`config.mk`:
```
export PLATFORM = sky130hd
export DESIGN_NAME = character_plotter_flat
export DESIGN_NICKNAME = d
export VERILOG_FILES = /design/src/rtl/character_plotter_if.sv /design/src/rtl/character_plotter.sv /design/src/flat_wrapper.sv
export SDC_FILE = /design/constraint.sdc
export NUM_CORES = 1
export LEC_CHECK = 0
export ABC_AREA = 1
export BUFFER_PORTS_ARGS = -buffer_cell sky130_fd_sc_hd__buf_2
export CORE_MARGIN = 3
export CORE_UTILIZATION = 45
export CTS_CLUSTER_DIAMETER = 80
export CTS_CLUSTER_SIZE = 28
export DETAILED_ROUTE_END_ITERATION = 6
export PLACE_DENSITY_LB_ADDON = 0.2
export SYNTH_ARGS = -nofsm -noshare
export SYNTH_HDL_FRONTEND = slang
export SYNTH_SLANG_ARGS = --single-unit
export TNS_END_PERCENT = 5
```
`constraint.sdc`:
```
create_clock -name CLOCK_50 -period 5.5 [get_ports CLOCK_50]
set_clock_uncertainty 0.2 [all_clocks]
set_input_delay 0.55 -clock CLOCK_50 [delete_from_list [all_inputs] [get_ports CLOCK_50]]
set_output_delay 0.55 -clock CLOCK_50 [all_outputs]
set_load 0.05 [all_outputs]
```
`src/rtl/character_plotter_if.sv`:
```
// character_plotter_if
// Groups the position handshake and the VGA adapter pixel bus of one
// character_plotter instance.
//   pos_valid  : position on xPos_in/yPos_in is offered this cycle
//   pos_ready  : plotter is idle and will take the position
//   xPos_in    : sprite left edge, pixels from the left
//   yPos_in    : sprite bottom edge, pixels above the screen bottom
//   vga_x      : pixel x to the VGA adapter
//   vga_y      : pixel y to the VGA adapter (0 = top row)
//   vga_colour : pixel colour
//   vga_plot   : write strobe, one pixel per high cycle
//   frame_done : one-cycle pulse after the last pixel of a frame
// Modports: master = position producer / pixel consumer side,
//           slave  = the plotter itself.
interface character_plotter_if;
  logic       pos_valid;
  logic       pos_ready;
  logic [9:0] xPos_in;
  logic [8:0] yPos_in;
  logic [9:0] vga_x;
  logic [8:0] vga_y;
  logic [2:0] vga_colour;
  logic       vga_plot;
  logic       frame_done;

  modport master (
    output pos_valid, xPos_in, yPos_in,
    input  pos_ready, vga_x, vga_y, vga_colour, vga_plot, frame_done
  );

  modport slave (
    input  pos_valid, xPos_in, yPos_in,
    output pos_ready, vga_x, vga_y, vga_colour, vga_plot, frame_done
  );
endinterface

```
`src/rtl/character_plotter.sv`:
```
// character_plotter
// Takes a player position (ground-up coordinates) and renders the player
// sprite into the VGA adapter framebuffer, one pixel per clock. The box drawn
// for the previous position is first erased in BG_COLOUR, then the box at the
// new position is drawn in FG_COLOUR.
// Ports:
//   CLOCK_50 : system clock, all logic on the rising edge
//   reset    : asynchronous, active-high
//   bus      : character_plotter_if.slave (position handshake + VGA pixel bus)
// Configuration macro: SPRITE_OUTLINE_EN -- when defined, the draw pass only
// plots the border of the box (erase still clears the whole box); frame
// timing is identical either way.
module character_plotter #(
  parameter int         SPRITE_W  = 8,
  parameter int         SPRITE_H  = 16,
  parameter int         SCREEN_W  = 640,
  parameter int         SCREEN_H  = 480,
  parameter logic [2:0] FG_COLOUR = 3'b100,
  parameter logic [2:0] BG_COLOUR = 3'b000
) (
  input logic                 CLOCK_50,
  input logic                 reset,
  character_plotter_if.slave  bus
);

  localparam int CW = (SPRITE_W > 1) ? $clog2(SPRITE_W) : 1;
  localparam int RW = (SPRITE_H > 1) ? $clog2(SPRITE_H) : 1;
  localparam logic [CW-1:0] COL_LAST = CW'(SPRITE_W - 1);
  localparam logic [RW-1:0] ROW_LAST = RW'(SPRITE_H - 1);

  typedef enum logic [1:0] {IDLE, ERASE, DRAW, DONE} state_t;

  state_t        state, next_state;
  logic [CW-1:0] col, col_next;
  logic [RW-1:0] row, row_next;
  logic [9:0]    old_x, new_x;
  logic [8:0]    old_y, new_y;
  logic          has_old;
  logic          transfer;
  logic          plot_next;
  logic          done_next;

  logic [9:0]         base_x;
  logic [8:0]         base_y;
  logic [2:0]         colour;
  logic [10:0]        pix_x;
  logic signed [10:0] pix_y;
  logic               on_screen;
  logic               shape_hit;

  // The cycle carrying frame_done is already IDLE, but the caller should only
  // see ready from the following cycle, so it is masked out here.
  assign bus.pos_ready = (state == IDLE) && !bus.frame_done;
  assign transfer      = bus.pos_valid && bus.pos_ready;

  // Pixel generator: picks the box being worked on, converts the ground-up
  // row into a top-down screen row and decides whether this pixel is
  // actually written. Clipped pixels still consume a cycle.
  always_comb begin
    base_x = new_x;
    base_y = new_y;
    colour = FG_COLOUR;
    if (state == ERASE) begin
      base_x = old_x;
      base_y = old_y;
      colour = BG_COLOUR;
    end
    pix_x = {1'b0, base_x} + 11'(col);
    pix_y = $signed(11'(SCREEN_H - 1)) - $signed({2'b00, base_y} + 11'(row));
    on_screen = (pix_x < 11'(SCREEN_W)) && (pix_y >= 11'sd0) &&
                (pix_y < $signed(11'(SCREEN_H)));
`ifdef SPRITE_OUTLINE_EN
    shape_hit = (state == ERASE) || (row == '0) || (row == ROW_LAST) ||
                (col == '0) || (col == COL_LAST);
`else
    shape_hit = 1'b1;
`endif
  end

  // Next-state logic: column is the inner counter, row the outer one. The
  // erase pass rolls straight into the draw pass with no gap cycle, and a
  // repeat of the current position skips both passes.
  always_comb begin
    next_state = state;
    col_next   = col;
    row_next   = row;
    plot_next  = 1'b0;
    done_next  = 1'b0;
    case (state)
      IDLE: begin
        col_next = '0;
        row_next = '0;
        if (transfer) begin
          if (has_old && bus.xPos_in == old_x && bus.yPos_in == old_y)
            next_state = DONE;
          else if (has_old)
            next_state = ERASE;
          else
            next_state = DRAW;
        end
      end
      ERASE, DRAW: begin
        plot_next = on_screen && shape_hit;
        if (col == COL_LAST) begin
          col_next = '0;
          if (row == ROW_LAST) begin
            row_next   = '0;
            next_state = (state == ERASE) ? DRAW : DONE;
          end else begin
            row_next = row + RW'(1);
          end
        end else begin
          col_next = col + CW'(1);
        end
      end
      DONE: begin
        done_next  = 1'b1;
        next_state = IDLE;
      end
      default: next_state = IDLE;
    endcase
  end

  // State and pixel counters.
  always_ff @(posedge CLOCK_50 or posedge reset) begin
    if (reset) begin
      state <= IDLE;
      col   <= '0;
      row   <= '0;
    end else begin
      state <= next_state;
      col   <= col_next;
      row   <= row_next;
    end
  end

  // Registered VGA outputs and position bookkeeping. The pixel for the
  // current counter value appears on the bus one cycle later; the colour is
  // only updated on real writes so it holds while nothing is plotted.
  always_ff @(posedge CLOCK_50 or posedge reset) begin
    if (reset) begin
      bus.vga_x      <= '0;
      bus.vga_y      <= '0;
      bus.vga_colour <= '0;
      bus.vga_plot   <= 1'b0;
      bus.frame_done <= 1'b0;
      old_x          <= '0;
      old_y          <= '0;
      new_x          <= '0;
      new_y          <= '0;
      has_old        <= 1'b0;
    end else begin
      bus.vga_plot   <= plot_next;
      bus.frame_done <= done_next;
      if (state == ERASE || state == DRAW) begin
        bus.vga_x <= pix_x[9:0];
        bus.vga_y <= pix_y[8:0];
      end
      if (plot_next)
        bus.vga_colour <= colour;
      if (transfer) begin
        new_x <= bus.xPos_in;
        new_y <= bus.yPos_in;
      end
      if (state == DONE) begin
        old_x   <= new_x;
        old_y   <= new_y;
        has_old <= 1'b1;
      end
    end
  end

endmodule
```
`src/flat_wrapper.sv`:
```
// flat-port wrapper written by rule: the top's interface ports become plain ports
module character_plotter_flat 
#(
  parameter int         SPRITE_W  = 8,
  parameter int         SPRITE_H  = 16,
  parameter int         SCREEN_W  = 640,
  parameter int         SCREEN_H  = 480,
  parameter logic [2:0] FG_COLOUR = 3'b100,
  parameter logic [2:0] BG_COLOUR = 3'b000
)
  (CLOCK_50, reset, bus_pos_valid, bus_xPos_in, bus_yPos_in, bus_pos_ready, bus_vga_x, bus_vga_y, bus_vga_colour, bus_vga_plot, bus_frame_done);
  character_plotter_if bus_i ();
  input logic CLOCK_50;
  input logic reset;
  input wire logic [$bits(bus_i.pos_valid)-1:0] bus_pos_valid;
  input wire logic [$bits(bus_i.xPos_in)-1:0] bus_xPos_in;
  input wire logic [$bits(bus_i.yPos_in)-1:0] bus_yPos_in;
  output wire logic [$bits(bus_i.pos_ready)-1:0] bus_pos_ready;
  output wire logic [$bits(bus_i.vga_x)-1:0] bus_vga_x;
  output wire logic [$bits(bus_i.vga_y)-1:0] bus_vga_y;
  output wire logic [$bits(bus_i.vga_colour)-1:0] bus_vga_colour;
  output wire logic [$bits(bus_i.vga_plot)-1:0] bus_vga_plot;
  output wire logic [$bits(bus_i.frame_done)-1:0] bus_frame_done;
  assign bus_i.pos_valid = bus_pos_valid;
  assign bus_i.xPos_in = bus_xPos_in;
  assign bus_i.yPos_in = bus_yPos_in;
  assign bus_pos_ready = bus_i.pos_ready;
  assign bus_vga_x = bus_i.vga_x;
  assign bus_vga_y = bus_i.vga_y;
  assign bus_vga_colour = bus_i.vga_colour;
  assign bus_vga_plot = bus_i.vga_plot;
  assign bus_frame_done = bus_i.frame_done;
  character_plotter #(.SPRITE_W(SPRITE_W), .SPRITE_H(SPRITE_H), .SCREEN_W(SCREEN_W), .SCREEN_H(SCREEN_H), .FG_COLOUR(FG_COLOUR), .BG_COLOUR(BG_COLOUR)) u_core (.CLOCK_50(CLOCK_50), .reset(reset), .bus(bus_i));
endmodule
```
==> results.toml, run 1 <==
[placed_design]
placedInstanceArea_um2 = 4260
gp_congestion = 0.834
place_hpwl_mm = 6.49
preCtsSetupSlack_ps = 1690
portBuffers = 44

[logic_synthesis]
yosysSeqAreaShare_pct = 43.9
synth.largest_area_cell = "dfrtp_1"
synth_area_um2 = 3990
yosysWarnings = 0
synthFlopType = "dfrtp_1"
synth_cell_type_count = 33
yosys_register_bits = 70
synth_top_area_share_pct = 43.9
postSynth.asyncResetShare_pct = 100
syn_avg_cell_area_um2 = 7.73
synth_edf_count = 0
synth.most_common_cell = "nand2_1"
synth_area_leaders = "dfrtp_1 44%, nand2_1 17%, o21ai_0 6.5%, ha_1 5.3%, inv_1 5.2%"
synthTopCellsByCount = "176 x nand2_1, 70 x dfrtp_1, 55 x inv_1, 52 x o21ai_0, 26 x nand3_1"
postSynthCellCount = 516

[setup_path]
cpMaxStageDelayCell = "ha_1"
crit_path_end_kind = "flop"
crit_path_max_incr_delay_ps = 760
critPathTopFamily = "adder cells"
cp_max_fo = 26
cp-start-kind = "flop"
critPathBufInv = 4
crit_path_frequent_cell = "nand2_1"
worst-setup-path-type = "flop to flop"
cp.arrival_ps = 3860
required_ps = 5540
cp_cell_sequence = "inv_1 -> ha_1 -> inv_4 -> nand2_1 -> o21ai_0 -> ha_1 -> fa_1 -> nand2_1 -> inv_1 -> nand2_1 -> nand2_1 -> nand4_1 -> nand2_1 -> ha_1 -> inv_1 -> nand2_1 -> nand3_2 -> nand2_1 -> nand2_1 -> nand2_1"

[clock_tree]
path_clk_slew_ps = 80
cts_sinks = 70
h-tree-depth = 3
cts_hold_buffers = 0
post_cts_resized = 0
cts_buffers = 9
cts_buffer_depth = 2
clk_latency_ps = 350
post_cts_buffers = 0
cts_root_buf = "clkbuf_8"
cts_tree = "yes"

[sta]
rsz0062_at_grt = "false"
worst_slack_ps = 1680
fin_crit_ps = 3820
fin_setup_tns_ps = 0
max-slew-margin-rel_pct = 39.0
fmax_mhz = 262
setup_viol = 0
fin_crit_sh_pct = 69.4
drv_slew = 0
finalHoldViolCount = 0
worst_slew_pin_slew_ps = 914

[layout]
antenna_cells = 0
area.growth.synth_to_final_pct = 11.7
layout.nets = 598
fin_area_um2 = 4450
drive_above_1_share_pct = 15.8

[floorplan]
rows = 33
core_area_um2 = 8420
die_area_um2 = 10000
io_pins = 47
fp.dieW_um = 100
dieHeight_um = 100
initial_core_util_pct = 47.3

[grt]
grt_pass1_wl_mm = 15.4
antenna_found_initial = 0
track_usage_pct = 19.3
grt_pass1_vias = 3201
overflow = 0
grt_max_degree = 71

[routing]
wl_per_cell_um = 13.6
drc = 0
drt_iter0_markers = 156
ant_nets = 0
routed_wl_mm = 9.09
vias = 3356
vias_per_cell = 5.03
drt_pass1_iterations = 5

[power]
p_leak_uw = 0.00230
powerDensity_nw_per_um2 = 664
irDropWorstVdd_v = 0.000232

[outcome]
outcome = "finished clean"

[flow_run]
maxCapViolations = 0

[worst_hold_path]
hp-class = "input pin to flop"
state kept, by name (all words and copies together) (netlist names):
name                   count
u_core.has_old             1
u_core.old_x              10
u_core.bus.vga_colour      1
u_core.bus.vga_x          10
u_core.row                 4
u_core.state               2
u_core.bus.vga_y           9
u_core.new_x              10
u_core.bus.vga_plot        1
u_core.col                 3
u_core.old_y               9
u_core.bus.frame_done      1
u_core.new_y               9
path summary, 6_finish.rpt:
| check | depth (start not counted) | startpoint | slack [ps] | end |
|---|---|---|---|---|
| worst min register to register | 2 | u_core.bus.vga_y[8]$_DFFE_PP0N_ | 270 | u_core.bus.vga_y[8]$_DFFE_PP0N_ |
| worst max-delay path | 20 | u_core.state[1]$_DFFE_PP0P_ | 1680 | u_core.bus.vga_colour[2]$_DFFE_PP0P_ |
| min in group asynchronous | 3 | reset | 270 | u_core.bus.vga_x[9]$_DFFE_PP0N_ |
| worst max register to register | 20 | u_core.state[1]$_DFFE_PP0P_ | 1680 | u_core.bus.vga_colour[2]$_DFFE_PP0P_ |
| worst min-delay path | 3 | bus_xPos_in[8] | 220 | u_core.new_x[8]$_DFFE_PP0P_ |
| max in group asynchronous | 3 | reset | 4250 | u_core.new_y[7]$_DFFE_PP0P_ |
power breakdown:
part	total (µW)	switching, µW	internal, µW
Combinational	1640	1170	471
Clock	419	199	220
Sequential	900	153	747
worst register-to-register path, cell delays in order, from the launching register on:
cell	delay [ps]
dfrtp_1	420
inv_1	110
ha_1	760
inv_4	280
nand2_1	120
o21ai_0	110
ha_1	240
fa_1	390
nand2_1	70
inv_1	50
nand2_1	70
nand2_1	120
nand4_1	100
nand2_1	100
ha_1	230
inv_1	70
nand2_1	60
nand3_2	60
nand2_1	60
nand2_1	60
nand2_1	40
per-layer routing:
metal,global-route usage (%),vias up,share of wire [%]
met4,6.94,0,1.8
met1,28.6,1547,51
li1,-,1708,-
met3,3.54,15,4.7
met2,28.3,86,42
met5,0,-,0
layout make-up:
| type | instances | area (µm²) |
|---|---|---|
| fillers | 829 | 3970 |
| multi-input cells | 371 | 1910 |
| flip-flops and latches | 70 | 1750 |
| repair buffers | 47 | 243 |
| inverters | 58 | 220 |
| clock buffers | 10 | 138 |
| well taps | 105 | 131 |
| clock inverters | 6 | 61.3 |
per-stage QoR:
stage / power (µW) / util (%) / instances / hold WS (ps)
final: 2960 / 52.9 / 667 / 218
after global routing: 3240 / 52.9 / 667 / 224
after CTS: 2980 / 52.9 / 667 / 209
after detailed placement: 2540 / 50.5 / 651 / 260
after global placement: 2510 / 50.5 / 651 / 248
after floorplan: 2170 / - / 517 / 250
placed cells by master (no fill, tap or decap), drive strengths merged:
| master | Yosys | layout |
|---|---|---|
| a21oi | 14 | 14 |
| bufinv | 0 | 1 |
| nand3 | 27 | 27 |
| inv | 57 | 57 |
| clkbuf | 11 | 10 |
| conb | 1 | 2 |
| fa | 2 | 2 |
| clkinv | 1 | 5 |
| dfrtp | 70 | 70 |
| buf | 7 | 47 |
| o31ai | 2 | 2 |
| o21ai | 58 | 58 |
| nor4 | 1 | 1 |
| nor2 | 29 | 29 |
| or2 | 2 | 2 |
| xnor2 | 11 | 11 |
| clkinvlp | 0 | 1 |
| xor2 | 8 | 8 |
| nand4 | 8 | 8 |
| a31oi | 3 | 3 |
| nand2 | 186 | 186 |
| ha | 17 | 17 |
| o32ai | 1 | 1 |
cells by family (layout without fill, tap and decap cells):
family,count (synthesis),in the layout,share of synthesized area (%)
and+or+nand+nor,253,253,26.8
AOI/OAI and AO/OA,78,78,10.4
buffers and inverters,76,121,8.28
DFF,70,70,43.9
adders and majority gates,19,19,6.34
xor gates and xnor gates,19,19,4.17
other,1,2,0.0940
Power figures use the tool's default switching activity.
==> run 2, diff against run 1 <==
Clock period 5.5 ns to 3.22 ns, I/O delays scaled along.
==> results.toml, run 2 (same netlist as run 1, synthesis figures left out) <==
[layout]
area.growth.synth_to_final_pct = 14.4
layout.nets = 613
layout.cells.non_filler = 680
drive_above_1_share_pct = 16.2
nFillCells = 828
multi_input_area_um2 = 1920
final_core_util_pct = 54.2
top_regs = "u_core.bus.vga_x (10), u_core.new_x (10), u_core.old_x (10)"
regArea_um2 = 1750
fin_area_um2 = 4560
mostFrequentLayoutCells = "175 x nand2_1, 70 x dfrtp_1, 53 x inv_1, 52 x o21ai_0, 44 x buf_2"
antenna_cells = 0
final_common_cell = "nand2_1"

[floorplan]
io_pins = 47
core_area_um2 = 8420
dieHeight_um = 100
die_area_um2 = 10000
fp.dieW_um = 100
initial_core_util_pct = 47.3
rows = 33

[placed_design]
placedInstanceArea_um2 = 4290
portBuffers = 44
place_hpwl_mm = 6.68
dp.cells = 656
gp_congestion = 0.851

[clock_tree]
clk_latency_ps = 350
cts_buffer_depth = 2
cts_root_buf = "clkbuf_8"
h-tree-depth = 3
path_clk_slew_ps = 70
cts_sinks = 70
cts_buffers = 9
post_cts_buffers = 0
cts_tree = "yes"

[grt]
met2_usage_pct = 29.6
track_usage_pct = 19.7
grt_pass1_wl_mm = 15.7
antenna_found_initial = 0
met1_usage_pct = 28.8
grt_max_degree = 43
grt_pass1_vias = 3309
met3_usage_pct = 3.27
overflow = 0
grt_most_used_layer = "met2"

[setup_path]
startpoint = "u_core.state[1]$_DFFE_PP0P_"
cp-endpoint = "u_core.bus.vga_colour[2]$_DFFE_PP0P_"
r2r_setup_slack_ps = 280
crit_path_end_kind = "flop"
worst-setup-path-type = "flop to flop"
reg2reg_depth = 20
crit_path_max_incr_delay_ps = 430
r2r-start = "u_core.state[1]$_DFFE_PP0P_"
required_ps = 3270
cpMaxStageDelayCell = "dfrtp_1"
crit_path_frequent_cell = "nand2_1"
cp.arrival_ps = 2990
cp-start-kind = "flop"
r2r-end = "u_core.bus.vga_colour[2]$_DFFE_PP0P_"
cp_cell_sequence = "inv_2 -> ha_4 -> clkinv_4 -> nand2_1 -> o21ai_0 -> ha_1 -> fa_1 -> nand2_1 -> inv_1 -> nand2_1 -> nand2_2 -> nand4_1 -> nand2_1 -> ha_1 -> inv_1 -> nand2_1 -> nand3_2 -> nand2_1 -> nand2_1 -> nand2_1"
cp_max_fo = 13

[sta]
fmax_mhz = 340
fin_setup_tns_ps = 0
finalHoldViolCount = 0
max-slew-margin-rel_pct = 40.4
setup_viol = 0
rsz0062_at_grt = "false"
fin_crit_sh_pct = 91.4
fin_crit_ps = 2940
drv_slew = 0
worst_slew_pin_slew_ps = 893

[flow_run]
maxCapViolations = 0

[power]
powerDensity_nw_per_um2 = 1100
p_leak_uw = 0.00233
irDropWorstVdd_v = 0.000412

[routing]
drc = 0
wl_per_cell_um = 13.4
drt_pass1_iterations = 4
routed_wl_mm = 9.11
ant_nets = 0
vias = 3402
drt_iter0_markers = 189
vias_per_cell = 5.00

[outcome]
outcome = "finished clean"

[worst_hold_path]
worst_hold_startpoint = "bus_xPos_in[8]"
hp-class = "input pin to flop"
-- run 2: cell types whose count changed in the layout (fill, tap and decap cells not counted), sizes merged --
cell	previous run	this run
clkinv	5	3
bufinv	1	0
inv	57	56
dlygate4sd3	0	9
clkbuf	10	13
buf	47	52
-- run 2: per-layer routing --
layer  share of wire, %  vias to the layer above
met5                  0                        -
met2                 43                       89
met3                6.0                       11
met4                1.6                        0
met1                 50                     1556
li1                   -                     1746
-- run 2: final cells by class --
class	instances	share of cell area [%]
Clock inverter	1	0.165
Tap cell	105	2.88
Sequential cell	70	38.4
Timing Repair Buffer	61	8.12
Timing Repair inverter	1	0.110
Inverter	58	4.88
Clock buffer	13	3.26
Multi-Input combinational cell	371	42.2
-- run 2: critical path: cells and delay by family, from the launching register on --
kind	cells	cell delay (ps)
buffers and inverters	4	330
AO/OA/AOI/OAI	1	80
flip-flops	1	430
adder cells (fa/ha/maj)	4	1010
AND/OR/NAND/NOR	11	780
-- run 2: how the worst min path moves through the flow --
stage / cells past startpoint / slack (ps) / end
floorplan: 2 / 230 / u_core.new_x[0]$_DFFE_PP0P_
global placement: 2 / 250 / u_core.bus.vga_x[1]$_DFFE_PP0N_
detailed placement: 2 / 250 / u_core.bus.vga_colour[2]$_DFFE_PP0P_
CTS: 3 / 1 / u_core.new_x[8]$_DFFE_PP0P_
global route: 3 / 20 / u_core.new_y[0]$_DFFE_PP0P_
finish: 3 / 5 / u_core.new_x[8]$_DFFE_PP0P_
-- run 2: repair_timing --
item / CTS / global route
setup endpoints to repair: 0 / 5
hold buffers: 9 / 0
gates resized for setup: 0 / 6
endpoints found under the hold margin: 42 / 0
-- run 2: per-stage QoR --
| stage | hold slack, ps | total power (µW) | setup WS (ps) |
|---|---|---|---|
| 2_1_floorplan | 232 | 3710 | 45.1 |
| 3_3_place_gp | 250 | 4320 | 269 |
| 3_5_place_dp | 254 | 4380 | 135 |
| 4_1_cts | 1.07 | 5020 | 134 |
| 5_1_grt | 20.7 | 5490 | 47.9 |
| 6_report | 4.71 | 5010 | 276 |
-- run 2: where the power goes --
group	total (µW)	leakage (µW)	internal (µW)	switching, µW
registers	1540	0.000873	1280	259
logic	2850	0.00138	847	2000
clock network	625	0.0000756	294	331
total	5010	0.00233	2420	2590
